===== src/rtl/uart_pkg.sv =====
// Shared UART definitions: serializer state encoding, baud divider helper
// and the line idle level used by both the transmit and receive sides.
package uart_pkg;

    typedef enum logic [2:0] {
        IDLE   = 3'd0,
        START  = 3'd1,
        DATA   = 3'd2,
        PARITY = 3'd3,
        STOP   = 3'd4
    } tx_state_e;

    localparam logic IDLE_LEVEL = 1'b1;

    // Clock cycles per bit, integer-truncated
    function automatic int unsigned baud_div(input int unsigned clk_mhz,
                                             input int unsigned baud);
        return (clk_mhz * 32'd1000000) / baud;
    endfunction

endpackage


===== src/rtl/uart_tx_fifo.sv =====
// Synchronous first-word-fall-through FIFO for the UART transmit path.
// rd_data always shows the oldest entry while empty is low.
module uart_tx_fifo #(
    parameter int unsigned DATA_WIDTH = 8,
    parameter int unsigned FIFO_AW    = 4
) (
    input  logic                  clk,
    input  logic                  rst,
    input  logic                  wr_en,
    input  logic                  rd_en,
    input  logic [DATA_WIDTH-1:0] wr_data,
    output logic [DATA_WIDTH-1:0] rd_data,
    output logic                  full,
    output logic                  empty,
    output logic [FIFO_AW:0]      level
);

    localparam int unsigned DEPTH = 2 ** FIFO_AW;
    localparam int unsigned PTR_W = FIFO_AW + 1;

    logic [DATA_WIDTH-1:0] mem [DEPTH];
    logic [PTR_W-1:0]      wr_ptr_q, wr_ptr_d;
    logic [PTR_W-1:0]      rd_ptr_q, rd_ptr_d;
    logic                  do_wr;
    logic                  do_rd;

    // Status from the wrap-bit pointers; nothing here depends on this cycle's pop
    always_comb begin
        full  = (wr_ptr_q[FIFO_AW] != rd_ptr_q[FIFO_AW]) &&
                (wr_ptr_q[FIFO_AW-1:0] == rd_ptr_q[FIFO_AW-1:0]);
        empty = (wr_ptr_q == rd_ptr_q);
        level = wr_ptr_q - rd_ptr_q;
        rd_data = mem[rd_ptr_q[FIFO_AW-1:0]];
    end

    // Gated handshakes and next pointer values
    always_comb begin
        do_wr    = wr_en && !full;
        do_rd    = rd_en && !empty;
        wr_ptr_d = do_wr ? wr_ptr_q + PTR_W'(1) : wr_ptr_q;
        rd_ptr_d = do_rd ? rd_ptr_q + PTR_W'(1) : rd_ptr_q;
    end

    // Pointer registers
    always_ff @(posedge clk) begin
        if (rst) begin
            wr_ptr_q <= '0;
            rd_ptr_q <= '0;
        end else begin
            wr_ptr_q <= wr_ptr_d;
            rd_ptr_q <= rd_ptr_d;
        end
    end

    // Storage array, no reset needed: contents are qualified by the pointers
    always_ff @(posedge clk) begin
        if (do_wr) begin
            mem[wr_ptr_q[FIFO_AW-1:0]] <= wr_data;
        end
    end

endmodule


===== src/rtl/uart_tx_write.sv =====
// UART transmitter: valid/ready byte intake into a FIFO, then 8N1
// serialization onto a registered tx line with a one-cycle tx_done pulse.
// Define UART_TX_PARITY_EN to insert an even-parity bit before the stop bit.
module uart_tx_write
    import uart_pkg::*;
#(
    parameter int unsigned DATA_WIDTH   = 8,
    parameter int unsigned FIFO_AW      = 4,
    parameter int unsigned BAUDRATE     = 9600,
    parameter int unsigned CLK_FREQ_MHZ = 125
) (
    input  logic                  clk,
    input  logic                  rst,
    input  logic [DATA_WIDTH-1:0] tx_data,
    input  logic                  valid_in,
    output logic                  ready_in,
    output logic                  tx,
    output logic                  tx_busy,
    output logic                  tx_done,
    output logic [FIFO_AW:0]      fifo_level
);

    localparam int unsigned BAUD_DIV = baud_div(CLK_FREQ_MHZ, BAUDRATE);
    localparam int unsigned CNT_W    = $clog2(BAUD_DIV);
    localparam int unsigned BIT_W    = (DATA_WIDTH > 1) ? $clog2(DATA_WIDTH) : 1;

    tx_state_e             state_q, state_d;
    logic [CNT_W-1:0]      baud_cnt_q, baud_cnt_d;
    logic [BIT_W-1:0]      bit_cnt_q, bit_cnt_d;
    logic [DATA_WIDTH-1:0] shift_q, shift_d;
    logic                  tx_q, tx_d;
    logic                  tx_busy_q, tx_busy_d;
    logic                  tx_done_q, tx_done_d;
`ifdef UART_TX_PARITY_EN
    logic                  parity_q, parity_d;
`endif

    logic                  pop_c;
    logic                  push_c;
    logic                  baud_last_c;
    logic                  bit_last_c;
    logic [DATA_WIDTH-1:0] fifo_rd_data;
    logic                  fifo_full;
    logic                  fifo_empty;

    // Byte buffer between the producer and the serializer
    uart_tx_fifo #(
        .DATA_WIDTH (DATA_WIDTH),
        .FIFO_AW    (FIFO_AW)
    ) u_fifo (
        .clk     (clk),
        .rst     (rst),
        .wr_en   (push_c),
        .rd_en   (pop_c),
        .wr_data (tx_data),
        .rd_data (fifo_rd_data),
        .full    (fifo_full),
        .empty   (fifo_empty),
        .level   (fifo_level)
    );

    // Intake handshake; ready only looks at the registered full flag
    always_comb begin
        ready_in = !fifo_full;
        push_c   = valid_in && !fifo_full;
    end

    // Bit-boundary and last-data-bit decodes
    always_comb begin
        baud_last_c = (baud_cnt_q == CNT_W'(BAUD_DIV - 1));
        bit_last_c  = (bit_cnt_q == BIT_W'(DATA_WIDTH - 1));
    end

    // Serializer next state; tx is computed from the current state and registered
    always_comb begin
        state_d    = state_q;
        baud_cnt_d = baud_cnt_q;
        bit_cnt_d  = bit_cnt_q;
        shift_d    = shift_q;
        tx_d       = IDLE_LEVEL;
        tx_done_d  = 1'b0;
        pop_c      = 1'b0;
`ifdef UART_TX_PARITY_EN
        parity_d   = parity_q;
`endif

        if (state_q != IDLE) begin
            baud_cnt_d = baud_last_c ? '0 : baud_cnt_q + CNT_W'(1);
        end

        case (state_q)
            IDLE: begin
                if (!fifo_empty) begin
                    pop_c      = 1'b1;
                    shift_d    = fifo_rd_data;
                    baud_cnt_d = '0;
                    state_d    = START;
`ifdef UART_TX_PARITY_EN
                    parity_d   = ^fifo_rd_data;
`endif
                end
            end
            START: begin
                tx_d = 1'b0;
                if (baud_last_c) begin
                    state_d   = DATA;
                    bit_cnt_d = '0;
                end
            end
            DATA: begin
                tx_d = shift_q[0];
                if (baud_last_c) begin
                    shift_d = shift_q >> 1;
                    if (bit_last_c) begin
`ifdef UART_TX_PARITY_EN
                        state_d = PARITY;
`else
                        state_d = STOP;
`endif
                    end else begin
                        bit_cnt_d = bit_cnt_q + BIT_W'(1);
                    end
                end
            end
`ifdef UART_TX_PARITY_EN
            PARITY: begin
                tx_d = parity_q;
                if (baud_last_c) begin
                    state_d = STOP;
                end
            end
`endif
            STOP: begin
                tx_d = IDLE_LEVEL;
                if (baud_last_c) begin
                    tx_done_d = 1'b1;
                    if (!fifo_empty) begin
                        pop_c   = 1'b1;
                        shift_d = fifo_rd_data;
                        state_d = START;
`ifdef UART_TX_PARITY_EN
                        parity_d = ^fifo_rd_data;
`endif
                    end else begin
                        state_d = IDLE;
                    end
                end
            end
            default: begin
                state_d = IDLE;
            end
        endcase

        tx_busy_d = (state_d != IDLE);
    end

    // Serializer registers; reset aborts any frame in progress
    always_ff @(posedge clk) begin
        if (rst) begin
            state_q    <= IDLE;
            baud_cnt_q <= '0;
            bit_cnt_q  <= '0;
            shift_q    <= '0;
            tx_q       <= IDLE_LEVEL;
            tx_busy_q  <= 1'b0;
            tx_done_q  <= 1'b0;
`ifdef UART_TX_PARITY_EN
            parity_q   <= 1'b0;
`endif
        end else begin
            state_q    <= state_d;
            baud_cnt_q <= baud_cnt_d;
            bit_cnt_q  <= bit_cnt_d;
            shift_q    <= shift_d;
            tx_q       <= tx_d;
            tx_busy_q  <= tx_busy_d;
            tx_done_q  <= tx_done_d;
`ifdef UART_TX_PARITY_EN
            parity_q   <= parity_d;
`endif
        end
    end

    // Output drive
    always_comb begin
        tx      = tx_q;
        tx_busy = tx_busy_q;
        tx_done = tx_done_q;
    end

endmodule


===== config.mk =====
export PLATFORM = sky130hd
export DESIGN_NAME = uart_tx_write
export DESIGN_NICKNAME = d
export VERILOG_FILES = /design/src/rtl/uart_pkg.sv /design/src/rtl/uart_tx_fifo.sv /design/src/rtl/uart_tx_write.sv
export SDC_FILE = /design/constraint.sdc
export NUM_CORES = 1
export LEC_CHECK = 0
export CAP_MARGIN = 20
export CELL_PAD_IN_SITES_DETAIL_PLACEMENT = 0
export CELL_PAD_IN_SITES_GLOBAL_PLACEMENT = 1
export CORE_ASPECT_RATIO = 0.8
export CORE_MARGIN = 2
export CORE_UTILIZATION = 42
export CTS_BUF_LIST = sky130_fd_sc_hd__clkbuf_2
export DETAILED_ROUTE_END_ITERATION = 16
export PLACE_DENSITY_LB_ADDON = 0.12
export SKIP_LAST_GASP = 1
export SYNTH_ARGS = -nofsm -noshare
export SYNTH_HDL_FRONTEND = slang
export SYNTH_SLANG_ARGS = --single-unit

===== constraint.sdc =====
create_clock -name clk -period 8.3 [get_ports clk]
set_input_delay 0.83 -clock clk [delete_from_list [all_inputs] [get_ports clk]]
set_output_delay 0.83 -clock clk [all_outputs]
set_load 0.02 [all_outputs]

Yosys cells after proc, flatten, opt, wreduce, memory -nomap -nowiden

Memory sizes are Yosys's and may differ from the RTL's. A register that Yosys moved wholly into a read port is not among the register bits.
Cells that the tools add are included.

Flip-flop bits (word level): 41
Memories: 1
Logic and storage cells: 70
Memory bits (writable): 128
Output and inout bits: 9

Memory list:

| name       | depth | bits a word | read ports | clocked after Yosys merged registers in | write ports | line               | RTL |
|---|---|---|---|---|---|---|---|
| u_fifo.mem | 16    | 8           | 1          | 1                                       | 1           | uart_tx_fifo.sv:21 | `logic [DATA_WIDTH-1:0] mem [DEPTH];` |

Bitwise operators: 1
Muxes and demuxes: 28
Add/sub/neg operators: 5
Equal/unequal tests: 12
Reduce and logical (&&, ||, !) cells: 14

Operators with widths:

| kind                  | number |
|---|---|
| $mux 14               | 4 |
| $mux 3                | 8 |
| $mux 8                | 3 |
| $pmux 8 s3            | 1 |
| $add 14x1->14 const B | 1 |
| $eq 14x14->1 const B  | 1 |
| $pmux 3 s4            | 1 |
| $add 5x1->5 const B   | 2 |
| $reduce_bool 3->1     | 3 |
| $mux 4                | 2 |
| $ne 2x2->1 const B    | 4 |
| $eq 3x3->1 const B    | 2 |
| $mux 1                | 6 |
| $pmux 3 s2            | 1 |
| $eq 5x5->1            | 1 |
| $sub 5x5->5           | 1 |
| $eq 4x4->1            | 1 |
| $logic_and 1x1->1     | 4 |
| $pmux 1 s2            | 2 |
| $reduce_and 4->1      | 1 |
| $add 3x1->3 const B   | 1 |
| $eq 3x1->1 const B    | 1 |
| $eq 3x2->1 const B    | 1 |
| $logic_not 3->1       | 1 |
| 6 further kinds       | 7 |

Logic depth before layout (Yosys ltp)

Word-level depth: 7
Gate-level depth with buffers: 8
Gate-level depth less buffers: 7

Cells and area by module

Synthesis repeated with hierarchy kept, for this count alone.

Cells, all modules: 500
Area, all modules: 7283.2 µm²

By module, submodules not included:

| module        | cells an instance | times used | area an instance (µm²) |
|---|---|---|---|
| uart_tx_fifo  | 304               | 1          | 5659.2 |
| uart_tx_write | 196               | 1          | 1624.1 |

Worst setup path before layout

Ideal clock, no wire load.

Path type: reg2reg
From: register u_fifo.wr_ptr_q[0]
To: memory u_fifo.mem[3][0] (enable)
Clock period less this slack: 2.620 ns
Path slack: 5.680 ns
Required time: 7.917 ns
Cell stages (with the launch flop): 7
Arrival: 2.236 ns
Path through: dfxtp_1 inv_1 ha_1 and4_1 a21boi_1 nand2_1 nor3_1

Longest elaborated chain between the ends: 7

RTL lines:

| element                      | line                                    | RTL |
|---|---|---|
| start: declaration           | uart_tx_fifo.sv:22                      | `logic [PTR_W-1:0] wr_ptr_q, wr_ptr_d;` |
| start signal: assignment     | uart_tx_fifo.sv:50                      | `wr_ptr_q <= wr_ptr_d;` |
| $eq 4x4->1                   | uart_tx_fifo.sv:30                      | `(wr_ptr_q[FIFO_AW-1:0] == rd_ptr_q[FIFO_AW-1:0]);` |
| $logic_and 1x1->1            | uart_tx_fifo.sv:29                      | `full = (wr_ptr_q[FIFO_AW] != rd_ptr_q[FIFO_AW]) &&` |
| $logic_not 1->1              | uart_tx_fifo.sv:38, uart_tx_write.sv:65 |  |
| $logic_and 1x1->1            | uart_tx_write.sv:65                     | `push_c = valid_in && !fifo_full;` |
| $logic_and 1x1->1            | uart_tx_fifo.sv:38                      | `do_wr = wr_en && !full;` |
| $mux 1                       | uart_tx_fifo.sv:57                      | `if (do_wr) begin` |
| $mux 1 (implied by the code) | uart_tx_fifo.sv:58                      | `mem[wr_ptr_q[FIFO_AW-1:0]] <= wr_data;` |
| end: declaration             | uart_tx_fifo.sv:21                      |  |

Parallel ways exist; a longest one is shown, timed or not.

Worst setup path in the final report

From: register u_fifo.wr_ptr_q[0]
To: output port fifo_level[4]

Longest elaborated chain between the ends: 1

RTL lines:

| element          | line                | RTL |
|---|---|---|
| $sub 5x5->5      | uart_tx_fifo.sv:32  | `level = wr_ptr_q - rd_ptr_q;` |
| end: declaration | uart_tx_write.sv:20 | `output logic [FIFO_AW:0] fifo_level` |

No other way between the ends.

==> run metrics <==
outcome=finished, final reports clean; Final Setup Violations=0; Yosys Warn Count=0; post-route ant nets=0; wirelength, routed=15500 µm; share of cells above drive strength 1=11.9%; PostCTS Resize Cnt=0; Max FO, Critical Path=5; Mapped Cells=503; most common cell after layout, fill and taps aside=edfxtp_1; Pleak=2.53 nW; RePlAce Congestion=0.764; clock sinks=173; Hold Crit Class=reg -> reg; Starting Density=43.2%; IO Pins=20; chip width=150 µm; Syn Nets=527; input/output buffers=19; Vias=4058; fin crit share=46.3%; # rows=42; type of origin of the critical path=flip-flop; Main synth FF type=edfxtp_1; Worst-path clk slew=280 ps; max frequency=0.260 GHz; Post-synth EDFFs=128; Max H-tree Level=4; clock latency on the worst-skew pair=750 ps; slowest cell on the critical path=clkdlybuf4s50_1; Setup Buffers After CTS=0; first-pass GRT wire length=24200 µm; Synth-to-Final Area Change=9.11%; Root Buffer=clkbuf_2; synthesized flop and latch total=173; vias in the first global route=4039; Die Ht=121 µm; sequential area share after synthesis=66.2%; core area=0.0166 mm²; Vias/cell=5.33; Arr. time, crit path=3010 ps; Setup CP Type=reg -> out; nature of the critical path endpoint=output port; asr flop ratio synth=0%; hold_buf cts=0; Tot GR Track Use=18.5%; DRC Markers=0; CTS tree=built; Distinct cells, synth=55; syn avg cell area=14.3 µm²; DRT iter0 DRCs=363; total power=1.86 mW; total CTS buffers=17; max-slew violation count=0; nets@finish=549; Worst Max-Slew Pin Slew=1100 ps; Slew HR=26.2%; Clock Path Buffers=2; Syn Std Cell Area=0.00717 mm²; Post-DP HPWL=10500 µm; commonest cells after routing, fill and taps aside=128 x edfxtp_1, 58 x nor2_1, 44 x dfxtp_1; clock skew=41.0 ps; Sum Neg Setup Slack=0 ps; Routed WL per cell=20.4 µm; pin count of the biggest net entering global routing=47; worst path required time=7470 ps; cell mode on critical path=inv_1; RSZ-0062 raised after global routing=no; Fillers=1500; min cycle time layout=3840 ps; number of antenna violations at the first check in global routing=1; Die Area=0.0181 mm²; Max stage delay on crit path=620 ps; drt pass-1 iters=5; crit path cell chain=inv_1 > ha_1 > fa_1 > inv_1 > a21o_1 > a21oi_1 > xor2_1 > clkdlybuf4s50_1; power per cell area=237 mW/mm²; Remaining Overflow, GRT=0; max cap viols=0; Peak VDD IR=0.118 mV; Fin. Hold Viols=0
[through the flow]
step           instances  instance area (µm²)  utilization, %  hold slack (ps)  setup slack [ps]
3_5_place_dp         723                 7560            45.5              446              4800
2_1_floorplan        503                 7170               -              427              5680
5_1_grt              762                 7820            47.1              496              4190
3_3_place_gp         723                 7560            45.5              449              4870
4_1_cts              755                 7790            46.9              489              4380
6_report             762                 7820            47.1              490              4460
[sequential cells by signal, summed over array words and instances (netlist names), 3 cells and up, named ones only]
register         cells
baud_cnt_q          14
state_q              3
bit_cnt_q            3
u_fifo.mem         128
shift_q              8
u_fifo.rd_ptr_q      5
u_fifo.wr_ptr_q      5
[where the power goes]
| part | switching (mW) | internal [mW] |
|---|---|---|
| Combinational | 0.249 | 0.189 |
| Clock | 0.326 | 0.0963 |
| Sequential | 0.0269 | 0.969 |
[cells by family (layout without fill, tap and decap cells)]
kind of cell / count (synthesis) / after routing / synth area share, %
AND/OR/NAND/NOR: 132 / 132 / 8.64
buffers and inverters: 38 / 73 / 2.25
flip-flops: 173 / 173 / 66.2
XOR/XNOR: 23 / 23 / 2.81
AO/OA/AOI/OAI: 76 / 76 / 7.75
other: 0 / 4 / 0
adder cells (fa/ha/maj): 13 / 13 / 2.37
multiplexers: 48 / 48 / 10.0
[synthesized netlist by cell type, types with 6 or more instances]
master / n / share of area [%]
edfxtp_1: 128 / 54
nor2_1: 58 / 3.0
dfxtp_1: 45 / 13
mux2i_1: 29 / 4.0
nand2_1: 24 / 1.3
mux4_2: 19 / 6.0
o21ai_0: 16 / 1.1
inv_1: 15 / 0.79
a221oi_1: 12 / 1.5
clkbuf_1: 12 / 0.63
ha_1: 12 / 2.1
xor2_1: 12 / 1.5
xnor2_1: 11 / 1.3
nor3_1: 10 / 0.70
a21oi_1: 9 / 0.63
nand2b_1: 9 / 0.79
a22oi_1: 8 / 0.84
nand3_1: 8 / 0.56
a22o_1: 6 / 0.73
buf_2: 6 / 0.42
[worst max-delay path, delay by kind of cell (launching register included)]
family                     cells  cell delay, ps
adders and majority gates      2             640
buffers and inverters          3             820
xor gates and xnor gates       1             140
AOI/OAI and AO/OA              2             180
DFF                            1             490
[layout make-up]
class	instances	area [µm²]	area share (%)
sequential	173	4750	60.7
multi-input combinational	292	2260	28.9
tap	220	275	3.52
timing repair buffer	25	233	2.97
clock inverter	15	150	1.92
clock buffer	17	85.1	1.09
inverter	16	60.1	0.768
antenna	4	10.0	0.128
[per-layer routing]
layer  GRT usage [%]  vias up  share of wire, %
li1                -     1952                 -
met1            28.2     2020                50
met2            26.5       79                44
met3            4.77        7               5.5
met4            4.60        0              0.69
met5               0        -                 0
[path summary, 6_finish.rpt]
check	slack, ps	start	end	cells after the start
setup / recovery	4460	u_fifo.wr_ptr_q[0]	fifo_level[4]	8
hold / removal	490	shift_q[3]	shift_q[3]	1
setup reg to reg	5050	u_fifo.wr_ptr_q[0]	u_fifo.mem[0][2]	6
hold reg to reg	490	shift_q[3]	shift_q[3]	1
Note: power is estimated with default switching activity, not from simulation.
